## src/rtl/timer_irq_unit_if.sv

```systemverilog
// rtl/timer_irq_unit_if.sv - CPU-side TIFR0 access and interrupt req/ack bundle
interface timer_irq_unit_if #(
   parameter int DATA_WIDTH = 8,
   parameter int VEC_WIDTH  = 5
);
   logic                  tifr_we;
   logic [DATA_WIDTH-1:0] tifr_wdata;
   logic                  irq_ack;
   logic [DATA_WIDTH-1:0] tifr0;
   logic                  irq;
   logic [VEC_WIDTH-1:0]  irq_vector;

   modport master (
      output tifr_we, tifr_wdata, irq_ack,
      input  tifr0, irq, irq_vector
   );

   modport slave (
      input  tifr_we, tifr_wdata, irq_ack,
      output tifr0, irq, irq_vector
   );
endinterface

```

## src/rtl/timer_irq_unit.sv

```systemverilog
// rtl/timer_irq_unit.sv - Timer/Counter0 TIFR0 flag keeper and prioritised interrupt requester
module timer_irq_unit #(
   parameter int                   DATA_WIDTH = 8,
   parameter int                   VEC_WIDTH  = 5,
   parameter logic [VEC_WIDTH-1:0] VEC_OCF0A  = 5'd5,
   parameter logic [VEC_WIDTH-1:0] VEC_OCF0B  = 5'd6,
   parameter logic [VEC_WIDTH-1:0] VEC_TOV0   = 5'd4
) (
   input  logic                  clk,
   input  logic                  reset,
   input  logic                  tick,
   input  logic [DATA_WIDTH-1:0] mem_tcnt0,
   input  logic [DATA_WIDTH-1:0] top,
   input  logic [DATA_WIDTH-1:0] mem_ocr0a,
   input  logic [DATA_WIDTH-1:0] mem_ocr0b,
   input  logic [DATA_WIDTH-1:0] mem_timsk0,
   input  logic                  global_ie,
   timer_irq_unit_if.slave       bus
);

   typedef enum logic [1:0] {
      IDLE = 2'd0,
      REQ  = 2'd1,
      HOLD = 2'd2
   } state_t;

   state_t               state, state_n;
   logic [2:0]           flags, flags_n, flags_sw;
   logic [2:0]           events, sw_clear, hw_clear, pending, enables;
   logic [2:0]           src_q, src_n;
   logic [VEC_WIDTH-1:0] vec_q, vec_n;
   logic                 latch;
   logic [2*(DATA_WIDTH-3)-1:0] unused_bits;

   assign unused_bits = {mem_timsk0[DATA_WIDTH-1:3], bus.tifr_wdata[DATA_WIDTH-1:3]};

   // Bit order everywhere is {OCF0B, OCF0A, TOV0}, matching TIFR0/TIMSK0.
   assign events   = tick ? {mem_tcnt0 == mem_ocr0b, mem_tcnt0 == mem_ocr0a, mem_tcnt0 == top}
                          : 3'b000;
   assign sw_clear = bus.tifr_we ? bus.tifr_wdata[2:0] : 3'b000;
   assign flags_sw = (flags & ~sw_clear) | events;
   assign flags_n  = (flags & ~(sw_clear | hw_clear)) | events;
   assign enables  = mem_timsk0[2:0];
   assign pending  = flags & enables;

   always_ff @(posedge clk) begin
      if (!reset) begin
         state <= IDLE;
         flags <= 3'b000;
         src_q <= 3'b000;
         vec_q <= '0;
      end else begin
         state <= state_n;
         flags <= flags_n;
         if (latch) begin
            src_q <= src_n;
            vec_q <= vec_n;
         end
      end
   end

   always_comb begin
      state_n  = state;
      hw_clear = 3'b000;
      latch    = 1'b0;
      src_n    = src_q;
      vec_n    = vec_q;
      case (state)
         IDLE: begin
            if (global_ie && (pending != 3'b000)) begin
               latch   = 1'b1;
               state_n = REQ;
               if (pending[1]) begin
                  src_n = 3'b010;
                  vec_n = VEC_OCF0A;
               end else if (pending[2]) begin
                  src_n = 3'b100;
                  vec_n = VEC_OCF0B;
               end else begin
                  src_n = 3'b001;
                  vec_n = VEC_TOV0;
               end
            end
         end
         REQ: begin
            // A software clear takes effect the same cycle it is written, so irq drops right after it.
            if (bus.irq_ack) begin
               hw_clear = src_q;
               state_n  = HOLD;
            end else if (((flags_sw & src_q) == 3'b000) || ((enables & src_q) == 3'b000) || !global_ie) begin
               state_n = IDLE;
            end
         end
         HOLD:    state_n = IDLE;
         default: state_n = IDLE;
      endcase
   end

   assign bus.tifr0      = {{(DATA_WIDTH-3){1'b0}}, flags};
   assign bus.irq        = (state == REQ);
   assign bus.irq_vector = (state == REQ) ? vec_q : '0;

endmodule

```

## src/flat_wrapper.sv

```systemverilog
// flat-port wrapper written by rule: the top's interface ports become plain ports
module timer_irq_unit_flat 
#(
   parameter int                   DATA_WIDTH = 8,
   parameter int                   VEC_WIDTH  = 5,
   parameter logic [VEC_WIDTH-1:0] VEC_OCF0A  = 5'd5,
   parameter logic [VEC_WIDTH-1:0] VEC_OCF0B  = 5'd6,
   parameter logic [VEC_WIDTH-1:0] VEC_TOV0   = 5'd4
)
  (clk, reset, tick, mem_tcnt0, top, mem_ocr0a, mem_ocr0b, mem_timsk0, global_ie, bus_tifr_we, bus_tifr_wdata, bus_irq_ack, bus_tifr0, bus_irq, bus_irq_vector);
  timer_irq_unit_if #(.DATA_WIDTH(DATA_WIDTH), .VEC_WIDTH(VEC_WIDTH)) bus_i ();
  input  logic clk;
  input  logic reset;
  input  logic tick;
  input  logic [DATA_WIDTH-1:0] mem_tcnt0;
  input  logic [DATA_WIDTH-1:0] top;
  input  logic [DATA_WIDTH-1:0] mem_ocr0a;
  input  logic [DATA_WIDTH-1:0] mem_ocr0b;
  input  logic [DATA_WIDTH-1:0] mem_timsk0;
  input  logic global_ie;
  input wire logic [$bits(bus_i.tifr_we)-1:0] bus_tifr_we;
  input wire logic [$bits(bus_i.tifr_wdata)-1:0] bus_tifr_wdata;
  input wire logic [$bits(bus_i.irq_ack)-1:0] bus_irq_ack;
  output wire logic [$bits(bus_i.tifr0)-1:0] bus_tifr0;
  output wire logic [$bits(bus_i.irq)-1:0] bus_irq;
  output wire logic [$bits(bus_i.irq_vector)-1:0] bus_irq_vector;
  assign bus_i.tifr_we = bus_tifr_we;
  assign bus_i.tifr_wdata = bus_tifr_wdata;
  assign bus_i.irq_ack = bus_irq_ack;
  assign bus_tifr0 = bus_i.tifr0;
  assign bus_irq = bus_i.irq;
  assign bus_irq_vector = bus_i.irq_vector;
  timer_irq_unit #(.DATA_WIDTH(DATA_WIDTH), .VEC_WIDTH(VEC_WIDTH), .VEC_OCF0A(VEC_OCF0A), .VEC_OCF0B(VEC_OCF0B), .VEC_TOV0(VEC_TOV0)) u_core (.clk(clk), .reset(reset), .tick(tick), .mem_tcnt0(mem_tcnt0), .top(top), .mem_ocr0a(mem_ocr0a), .mem_ocr0b(mem_ocr0b), .mem_timsk0(mem_timsk0), .global_ie(global_ie), .bus(bus_i));
endmodule
```

## config.mk

```make
export PLATFORM = sky130hd
export DESIGN_NAME = timer_irq_unit_flat
export DESIGN_NICKNAME = d
export VERILOG_FILES = /design/src/rtl/timer_irq_unit_if.sv /design/src/rtl/timer_irq_unit.sv /design/src/flat_wrapper.sv
export SDC_FILE = /design/constraint.sdc
export NUM_CORES = 1
export LEC_CHECK = 0
export CORE_MARGIN = 2
export CORE_UTILIZATION = 31
export DETAILED_ROUTE_END_ITERATION = 6
export GPL_ROUTABILITY_DRIVEN = 0
export GPL_TIMING_DRIVEN = 0
export PLACE_DENSITY_LB_ADDON = 0.05
export SLEW_MARGIN = 20
export SYNTH_ARGS = -nofsm -noshare
export SYNTH_HDL_FRONTEND = slang
export SYNTH_SLANG_ARGS = --single-unit
```

## constraint.sdc

```tcl
create_clock -name clk -period 1.25 [get_ports clk]
set_input_delay 0.25 -clock clk [delete_from_list [all_inputs] [get_ports clk]]
set_output_delay 0.25 -clock clk [all_outputs]
set_load 0.05 [all_outputs]
```

=== Word-level counts from Yosys, hierarchy flattened ===
Index checks and enable logic that the tools add are counted.

* Logic and storage cells: 45
* Output and inout port bits: 14
* Register bits: 13
* Bits of input ports: 54

* Muxes and demuxes: 15
* Reductions and logical operators: 10
* Bitwise gates (word level): 10
* Eq/ne operators: 6

{| class="wikitable"
|+ Operators with widths
! kind !! count
|-
| == test 8 bit || 3
|-
| two-way mux 3 bit || 6
|-
| AND 3 bit || 5
|-
| two-way mux 5 bit || 2
|-
| bitwise OR 3 bit || 3
|-
| two-way mux 2 bit || 4
|-
| logical NOT 3 bit || 2
|-
| NOT 3 bit || 2
|-
| one-hot mux 2 bit (2 select lines) || 1
|-
| inequality test 3 x 2 -> 1 bit (second input constant) || 1
|-
| AND reduction 3 bit || 1
|-
| nonzero test 3 bit || 1
|-
| == test 2 x 1 -> 1 bit (second input constant) || 1
|-
| logical NOT 2 bit || 1
|-
| logical OR 1 bit || 2
|-
| two-way mux 1 bit || 2
|-
| inequality test 2 x 1 -> 1 bit (second input constant) || 1
|-
| AND reduction 2 bit || 1
|-
| logical AND 1 bit || 1
|-
| logical NOT 1 bit || 1
|}

=== Longest topological paths before layout ===
Gate-level depths: netlist of the first run.

* Word-level depth: 11
* Gate-level depth with buffers: 6
* Depth with buffers taken out: 5

=== Worst setup path after synthesis of the first run ===
No wires, ideal clock.

* Path kind: reg-to-output
* Start point: register u_core.state[0]
* End point: output port bus_irq_vector[0]
* Required time: 1.000 ns
* Setup slack: -0.200 ns
* Stages on the path, launching flop included: 4
* Data arrival time: 1.200 ns
* Path buffers: 1
* Cells stage by stage: dfxtp_1 > nor2b_1 > buf_2 > and2_1

* Longest elaborated chain between the ends: 2

{| class="wikitable"
|+ Ends and longest elaborated chain
! what !! RTL line !! text
|-
| start: declaration || timer_irq_unit.sv:27 || <nowiki>state_t state, state_n;</nowiki>
|-
| start signal: assignment || timer_irq_unit.sv:53 || <nowiki>state <= state_n;</nowiki>
|-
| == test 2 x 1 -> 1 bit || -- ||
|-
| net bus_irq || flat_wrapper.sv:25 || <nowiki>output wire logic [$bits(bus_i.irq)-1:0] bus_irq;</nowiki>
|-
| two-way mux 5 bit || timer_irq_unit.sv:101 || <nowiki>assign bus.irq_vector = (state == REQ) ? vec_q : '0;</nowiki>
|-
| end: declaration || flat_wrapper.sv:26 || <nowiki>output wire logic [$bits(bus_i.irq_vector)-1:0] bus_irq_vector;</nowiki>
|}

The timed path passes the listed nets, and every way through them passes these cells.

=== Worst setup path in the final report of the first run ===
* Start point: register u_core.state[1]
* End point: output port bus_irq_vector[0]

* Longest elaborated chain between the ends: 2

{| class="wikitable"
|+ Ends and longest elaborated chain
! what !! RTL line
|-
| == test 2 x 1 -> 1 bit || timer_irq_unit.sv:101
|-
| two-way mux 5 bit || timer_irq_unit.sv:101
|}

Every way passes these cells.

==> results.txt, run 1 <==
The number of different library cells in the post-synthesis netlist came out at 28. The startpoint identified for the worst hold timing path is global_ie. The most critical setup path has its startpoint at u_core.state[1]. The via count of the first global-routing pass is 801. From synthesis to final layout, the design area changed by 93.3%. On the final layout, the worst clock skew is roughly 7.4 ps. The final number of hold-violating endpoints is 0.

The ratio of total power to cell area is about 560 nW/µm². Of all nets on the critical path, the largest fanout is 6. Prior to clock tree synthesis, the placed netlist has a worst setup slack of -541 ps. The total non-filler cell area in the finished layout came out at ~1500 µm². The starting utilization of the core area came out at about a third. The floorplan step defined a die boundary enclosing 2890 µm². The HPWL reported at the end of detailed placement came out at 1900 µm.

The first-pass GRT wire length is around 3400 µm. The number of detailed-route iterations in the first pass came out at 5. The die is approximately 54 µm tall. The placed instances occupy a cell area of between 1000 and 1500 µm². Setup total negative slack on the finished layout was measured at -587 ps. The number of antenna violations at the first check in global routing came to 0. The net count reported at finish came out at 217. The destination of the worst register-to-register timing path is u_core.state[0]. The cell depth of the worst min-delay path is 5.

The share of the synthesized area in the top cell type is between 20% and 30%. The number of placed instances, taps included, is 182. The remaining design rule violation count came out at 0. The setup path with the least slack is of type register to output port.

Setup violations remaining at the end of the flow were counted as 6. After technology mapping, the gate count stands at 96. The share of cells above drive strength 1 is about a quarter. STA classifies the critical path startpoint as a register.

The path class of the tightest hold or removal check is input pin to register. The clock input transition at the sequential cells of the worst setup and hold paths is approximately 60 ps. Global routing finished with a remaining overflow of 0. The reg-to-reg setup timing slack is -10 ps. The sequential cell area fraction in the yosys report is a little under a quarter. The data arrival time at the worst-slack endpoint is between 1000 and 1500 ps. The number of vias after detailed routing is ~870.

For this run, the top clock speed supported by timing is about 0.72 GHz. By area the synthesized netlist is led by xnor2_1 (25%), dfxtp_1 (23%), buf_4 (6.8%), nand3_1 (5.2%), nand2_1 (4.4%). The number of vias per cell is between 4 and 5.

The clock tree from TritonCTS is yes. The required time of the worst setup path came out at 1000 ps. The count of input and output buffers came out at 50.

The count of yosys warnings during synthesis is 0. In the global route stage, overall resource usage came out at between 15 and 20%. Setup repair after global routing could not meet its margin everywhere. The clock latency of the later-clocked register in the worst-skew pair is ~260 ps. The root buffer cell is clkbuf_4. The number of placement rows is 18. The worst vdd rail ir drop came out at approximately 0.00053 V.

The count of boundary I/O pins is ~70. The core area is around 2400 µm². The register bit count reported by yosys is 9.

The total clock buffers created by CTS is 3. The most area-hungry cell type in the Yosys netlist is xnor2_1. The cell count of the worst reg-to-reg path came out at 5. The worst register-to-register path begins at u_core.flags[1]. The detailed-route wire length per cell came out at 12.2 µm. The combined area of all synthesized cells came out at between 700 and 800 µm². After synthesis, the mean cell area works out to about 8 µm². The pin count of the biggest net entering global routing is 10. The total count of max-transition violations in the final report is 0. For the finished layout, the period the worst path requires is about 1400 ps. The final wirelength came out at between 2000 and 2500 µm.

The final cycle utilization of the critical path came out at 112%. The run finished, with violations left. The design draws a little over 0.8 mW. The antenna violation net count after detailed routing is 0. The number of standard cells in the final layout excluding fillers is 192.

The antenna cell count is 0. The horizontal extent of the die came out at around 54 µm. The max-capacitance violation count is 0. The number of sinks handled by clock tree synthesis came out at 9. The standby leakage power is 0.649 nW.

The checks that failed: negative setup slack. The count of H-tree levels built during CTS came out at 1. The end point of the worst hold path is u_core.state[0]. The least setup slack across all paths after layout is -145 ps.

The kind of capture point of the worst setup path is an output port. The clock passes through at most 2 buffers. For this block, the initial DRC count from the detailed router was 27.
-- flip-flops by register name (all words and copies together), names as in the netlist --
signal        cells
u_core.flags      3
u_core.src_q      2
u_core.state      2
u_core.vec_q      2
-- synth_stat cells --
library cell,count
nor4_2,1
conb_1,1
nor3b_1,1
a31oi_1,2
a22oi_1,1
a21oi_1,6
o21ai_2,1
o21ai_0,1
and3_1,1
nor2b_1,3
nand3_1,8
nand3b_1,1
xnor2_1,22
o21a_1,2
nor3_1,2
a22o_1,1
a222oi_1,1
nor2_1,1
nand2_1,9
a32oi_1,1
nand4_1,3
buf_4,7
dfxtp_1,9
and2_1,4
a21boi_0,3
buf_2,1
inv_1,1
xor2_1,2
-- power breakdown --
group | internal (mW) | leakage [nW] | switching (mW)
Clock | 0.123 | 0.0150 | 0.0985
Sequential | 0.287 | 0.0745 | 0.000560
Combinational | 0.180 | 0.559 | 0.142
Total | 0.590 | 0.649 | 0.241
-- through the flow --
step / util, % / hold WS, ps
floorplan: - / 366
global placement: 55.7 / 448
detailed placement: 55.7 / 452
CTS: 58.8 / 460
global route: 61.6 / 435
finish: 61.6 / 402
-- layout make-up --
type | instances | area [µm²]
fillers | 240 | 925
plain buffers | 8 | 60.1
repair buffers | 56 | 559
clock buffers | 4 | 26.3
inverters | 1 | 3.75
multi-input cells | 84 | 613
well taps | 30 | 37.5
flip-flops and latches | 9 | 185
-- cells in the final DEF (no fill, tap or decap), types with 4 or more instances in the layout --
cell and instances:
conb_1 7, clkdlybuf4s50_1 23, nand3_1 8, xnor2_1 20
dfxtp_2 4, nand2_1 9, a21oi_1 5, buf_8 4
dlymetal6s2s_1 7, dfxtp_1 5, buf_4 12, dlygate4sd2_1 13
-- how the worst max path moves through the flow --
| stage | slack, ps | depth (start not counted) | endpoint |
|---|---|---|---|
| 6_report | -140 | 4 | bus_irq_vector[0] |
| 5_1_grt | -190 | 4 | bus_irq_vector[1] |
| 4_1_cts | -140 | 4 | bus_irq_vector[0] |
| 3_5_place_dp | -540 | 6 | u_core.state[0] |
| 3_3_place_gp | -520 | 6 | u_core.state[0] |
| 2_1_floorplan | 60 | 5 | u_core.state[0] |
-- kinds of logic (layout without fill, tap and decap cells) --
family | after synthesis | in the layout | share of synthesized area, %
and+or+nand+nor | 34 | 34 | 23.9
other | 1 | 7 | 0.488
xor gates and xnor gates | 24 | 24 | 27.4
AOI/OAI and AO/OA | 19 | 19 | 16.8
buffers and inverters | 9 | 69 | 7.98
DFF | 9 | 9 | 23.5
-- worst max-delay path, stage by stage (launching register included) --
cell     delay [ps]
dfxtp_1         380
nor2b_1          60
buf_4           150
and2_4          160
buf_8           140
-- metal layers --
layer | vias to the layer above | routed length, µm | track usage (%) | part of all wire (%)
li1 | 454 | - | - | -
met1 | 377 | 957 | 21.1 | 41
met2 | 36 | 1190 | 27.0 | 51
met3 | 0 | 184 | 7.22 | 7.9
met4 | 0 | 0 | 2.56 | 0
met5 | - | 0 | 0 | 0
-- what timing repair did --
item,CTS,global route
pin swaps,12,20
gates resized for setup,58,25
gates cloned,0,0
setup endpoints to repair,15,13
hold buffers,0,0
setup buffers,5,1
(Power assumes the default switching activity.)
==> run 2: changes to the inputs <==
--- a/config.mk
+++ b/config.mk
@@ -6,8 +6,9 @@
 export NUM_CORES = 1
 export LEC_CHECK = 0
 export CORE_MARGIN = 2
-export CORE_UTILIZATION = 31
+export CORE_UTILIZATION = 50
 export DETAILED_ROUTE_END_ITERATION = 6
+export DONT_BUFFER_PORTS = 1
 export GPL_ROUTABILITY_DRIVEN = 0
 export GPL_TIMING_DRIVEN = 0
 export PLACE_DENSITY_LB_ADDON = 0.05
==> results.txt, run 2 (synthesis gave the netlist of run 1 again) <==
The run finished, with violations left. The checks that failed: negative setup slack. The critical path is of the register to output port type. The cell depth of the worst min-delay path came out at 2 (-3). The total non-filler cell area in the finished layout came out at 917 µm² (-38%). The startpoint identified for the worst register-to-register timing path is u_core.flags[1]. The final wirelength came out at 1720 µm (-26%). The data arrival time at the worst-slack endpoint came out at 1180 ps (+40 ps). The register with the most flip-flops in the final layout is u_core.flags.

The overall fraction of global-route tracks in use was 20.3% (+3.5 points). The core area was 1470 µm² (-39%). The number of sinks handled by clock tree synthesis came out at 9 (unchanged). The DRC violation total after the first TritonRoute iteration is 27 (unchanged). The count of H-tree levels built during CTS is 1 (unchanged). The number of setup violations in the final report was 4 (-2). The post-layout minimum cycle time came out at 1430 ps (+35.2 ps).

The horizontal extent of the die was 43.2 µm (-20%). The standby leakage power is 0.331 nW (-49%). TritonCTS built the clock tree. The antenna violation net count after detailed routing is 0 (unchanged). The maximum clock rate is 0.699 GHz (-2.5%).

Leaving out fill and tap cells, the most frequent cell in the layout is xnor2_1. The clock latency of the later-clocked register in the worst-skew pair is 270 ps (about the same). The peak fanout along the critical path is 5 (-1). The number of vias per cell was 5.45 (+21%). The worst hold-check slack is 93.0 ps (-309 ps). The share of total power in combinational logic came out at 23.7% (-15 points).

Setup repair after global routing could not meet its margin everywhere. In the layout the commonest cells are xnor2_1 (22), nand2_1 (9), buf_4 (8), nand3_1 (7), conb_1 (7). STA classifies the critical path startpoint as a register. The global-route track usage on met2 is 31.3% (+4.3 points). The cell count of the worst reg-to-reg path came out at 5 (unchanged). The final number of hold-violating endpoints was 0 (unchanged). The total count of max-transition violations in the final report came out at 0 (unchanged).

The count of input and output buffers is 0 (-100%). The max-capacitance violation count is 0 (unchanged). The antenna cell count came out at 0 (unchanged).

The reg-to-reg setup timing slack was -10 ps (about the same). The detailed-route wire length per cell came to 13.9 µm (+14%). The pin count of the biggest net entering global routing came out at 10 (unchanged).

The relative contribution of the clock network to total power is 34.4% (+7.8 points). The post-place instance area came out at 825 µm² (-39%). The via count of the first global-routing pass is 630 (-21%). The proportion of power drawn by flip-flops and latches is 41.9% (+7.3 points). The least setup slack across all paths after layout came out at -180 ps (-35.2 ps).

The flip-flop count of the largest register after layout is 3 (unchanged). The post-placement worst setup slack was -59.6 ps (+482 ps). The remaining design rule violation count came out at 0 (unchanged). The vertical extent of the die is 43.2 µm (-20%). Walking the worst path, the cells encountered are nor2b_4, buf_8, and2_4. The largest buffer count on any clock path is 2 (unchanged).

The kind of capture point of the worst setup path is an output port. The global-route track usage on met1 came out at 23.8% (+2.7 points). The power dissipated by switching net loads was 0.192 mW (-20%). The net count reported at finish came out at 163 (-25%). The root buffer cell is clkbuf_4. The first-pass GRT wire length came out at 2750 µm (-20%). The most heavily used metal layer in global routing is met2. The worst vdd rail ir drop is 0.000424 V (-20%).

The ratio of total power to cell area is 736 nW/µm² (+31%). The internal power summed over all cells came out at 0.483 mW (-18%). The aggregate negative setup slack came out at -550 ps (+37.1 ps). The clock input transition at the sequential cells of the worst setup and hold paths came out at 60 ps (about the same). The longest individual stage delay on the worst path came to 340 ps (-40 ps). The switching part of the total power came out at 28.5% (-0.58 points).

From synthesis to final layout, the design area changed by 19.4%. The met3 track demand over resource came to 8.09% (+0.86 points). The total clock buffers created by CTS came out at 3 (unchanged). The count of boundary I/O pins was 68 (unchanged). The number of antenna violations at the first check in global routing came to 0 (unchanged). The area enclosed by the die boundary is 1870 µm² (-35%). The starting utilization of the core area is 52.2% (+20 points). The startpoint identified for the worst hold timing path is reset. The residual overflow from global routing is 0 (unchanged). The path with the worst hold slack has its endpoint at u_core.state[0]. In this run the critical register-to-register path is captured at u_core.state[0]. The share of cells above drive strength 1 is 25.0% (+0.93 points). The path class of the tightest hold or removal check is input pin to register.

The final cycle utilization of the critical path is 114% (+2.8 points). The number of vias after detailed routing is 676 (-22%). The required time of the worst setup path is 1000 ps (about the same). The HPWL reported at the end of detailed placement came out at 1400 µm (-26%). The largest individual stage delay along the critical path comes from the cell dfxtp_2. The number of placement rows is 14 (-4). The number of detailed-route iterations in the first pass is 4 (-1). The largest clock skew in the final design came out at 2.31 ps (-5.06 ps).
## run 2: cell count changes in the layout (fill, tap and decap cells not counted), sizes merged
cell,previous run,this run
dlygate4sd2,13,0
clkdlybuf4s50,23,0
dlymetal6s2s,7,0
buf,21,10
## run 2: what timing repair did
item	CTS	global route
pin swaps	1	1
endpoints found under the setup margin	7	8
resized for setup	5	9
hold buffers	0	0
buffers inserted	1	0
gates cloned	1	0
## run 2: worst max-delay path by stage
| stage | slack [ps] | from | cells past startpoint | endpoint |
|---|---|---|---|---|
| floorplan | 60 | u_core.flags[1] | 5 | u_core.state[0] |
| global placement | -60 | u_core.flags[1] | 5 | u_core.state[0] |
| detailed placement | -60 | u_core.flags[1] | 5 | u_core.state[0] |
| CTS | -170 | u_core.state[0] | 3 | bus_irq_vector[0] |
| global route | -210 | u_core.state[0] | 3 | bus_irq_vector[0] |
| finish | -180 | u_core.state[0] | 3 | bus_irq_vector[0] |
## run 2: metal layers
| metal | vias up | wire length (µm) | part of all wire, % |
|---|---|---|---|
| met5 | - | 0 | 0 |
| met2 | 32 | 832 | 48 |
| met3 | 5 | 155 | 9.0 |
| li1 | 345 | - | - |
| met4 | 0 | 38 | 2.2 |
| met1 | 294 | 698 | 40 |
## run 2: power groups by stage
stage	clock network (mW)	logic, mW	registers (mW)
3_5_place_dp	0	0.159	0.295
4_1_cts	0.241	0.160	0.289
6_report	0.232	0.160	0.283
2_1_floorplan	0	0.149	0.295
5_1_grt	0.249	0.174	0.283
3_3_place_gp	0	0.158	0.295
## run 2: through the flow
stage	total power [mW]	cells	utilization, %
after floorplan	0.444	102	-
after global placement	0.454	118	56.0
after detailed placement	0.454	118	56.0
after CTS	0.690	124	59.8
after global routing	0.706	124	62.3
final	0.675	124	62.3
## run 2: worst max-delay path, delay by kind of cell, from the launching register on
family                 cells  cell delay, ps
DFF                        1             340
buffers and inverters      1             160
and+or+nand+nor            2             410
## run 2: cell type report
class | count | area [µm²]
Timing Repair Buffer | 2 | 12.5
Inverter | 1 | 3.75
Multi-Input combinational cell | 84 | 594
Sequential cell | 9 | 193
Tap cell | 16 | 20.0
Buffer | 8 | 67.6
Fill cell | 143 | 554
Clock buffer | 4 | 26.3
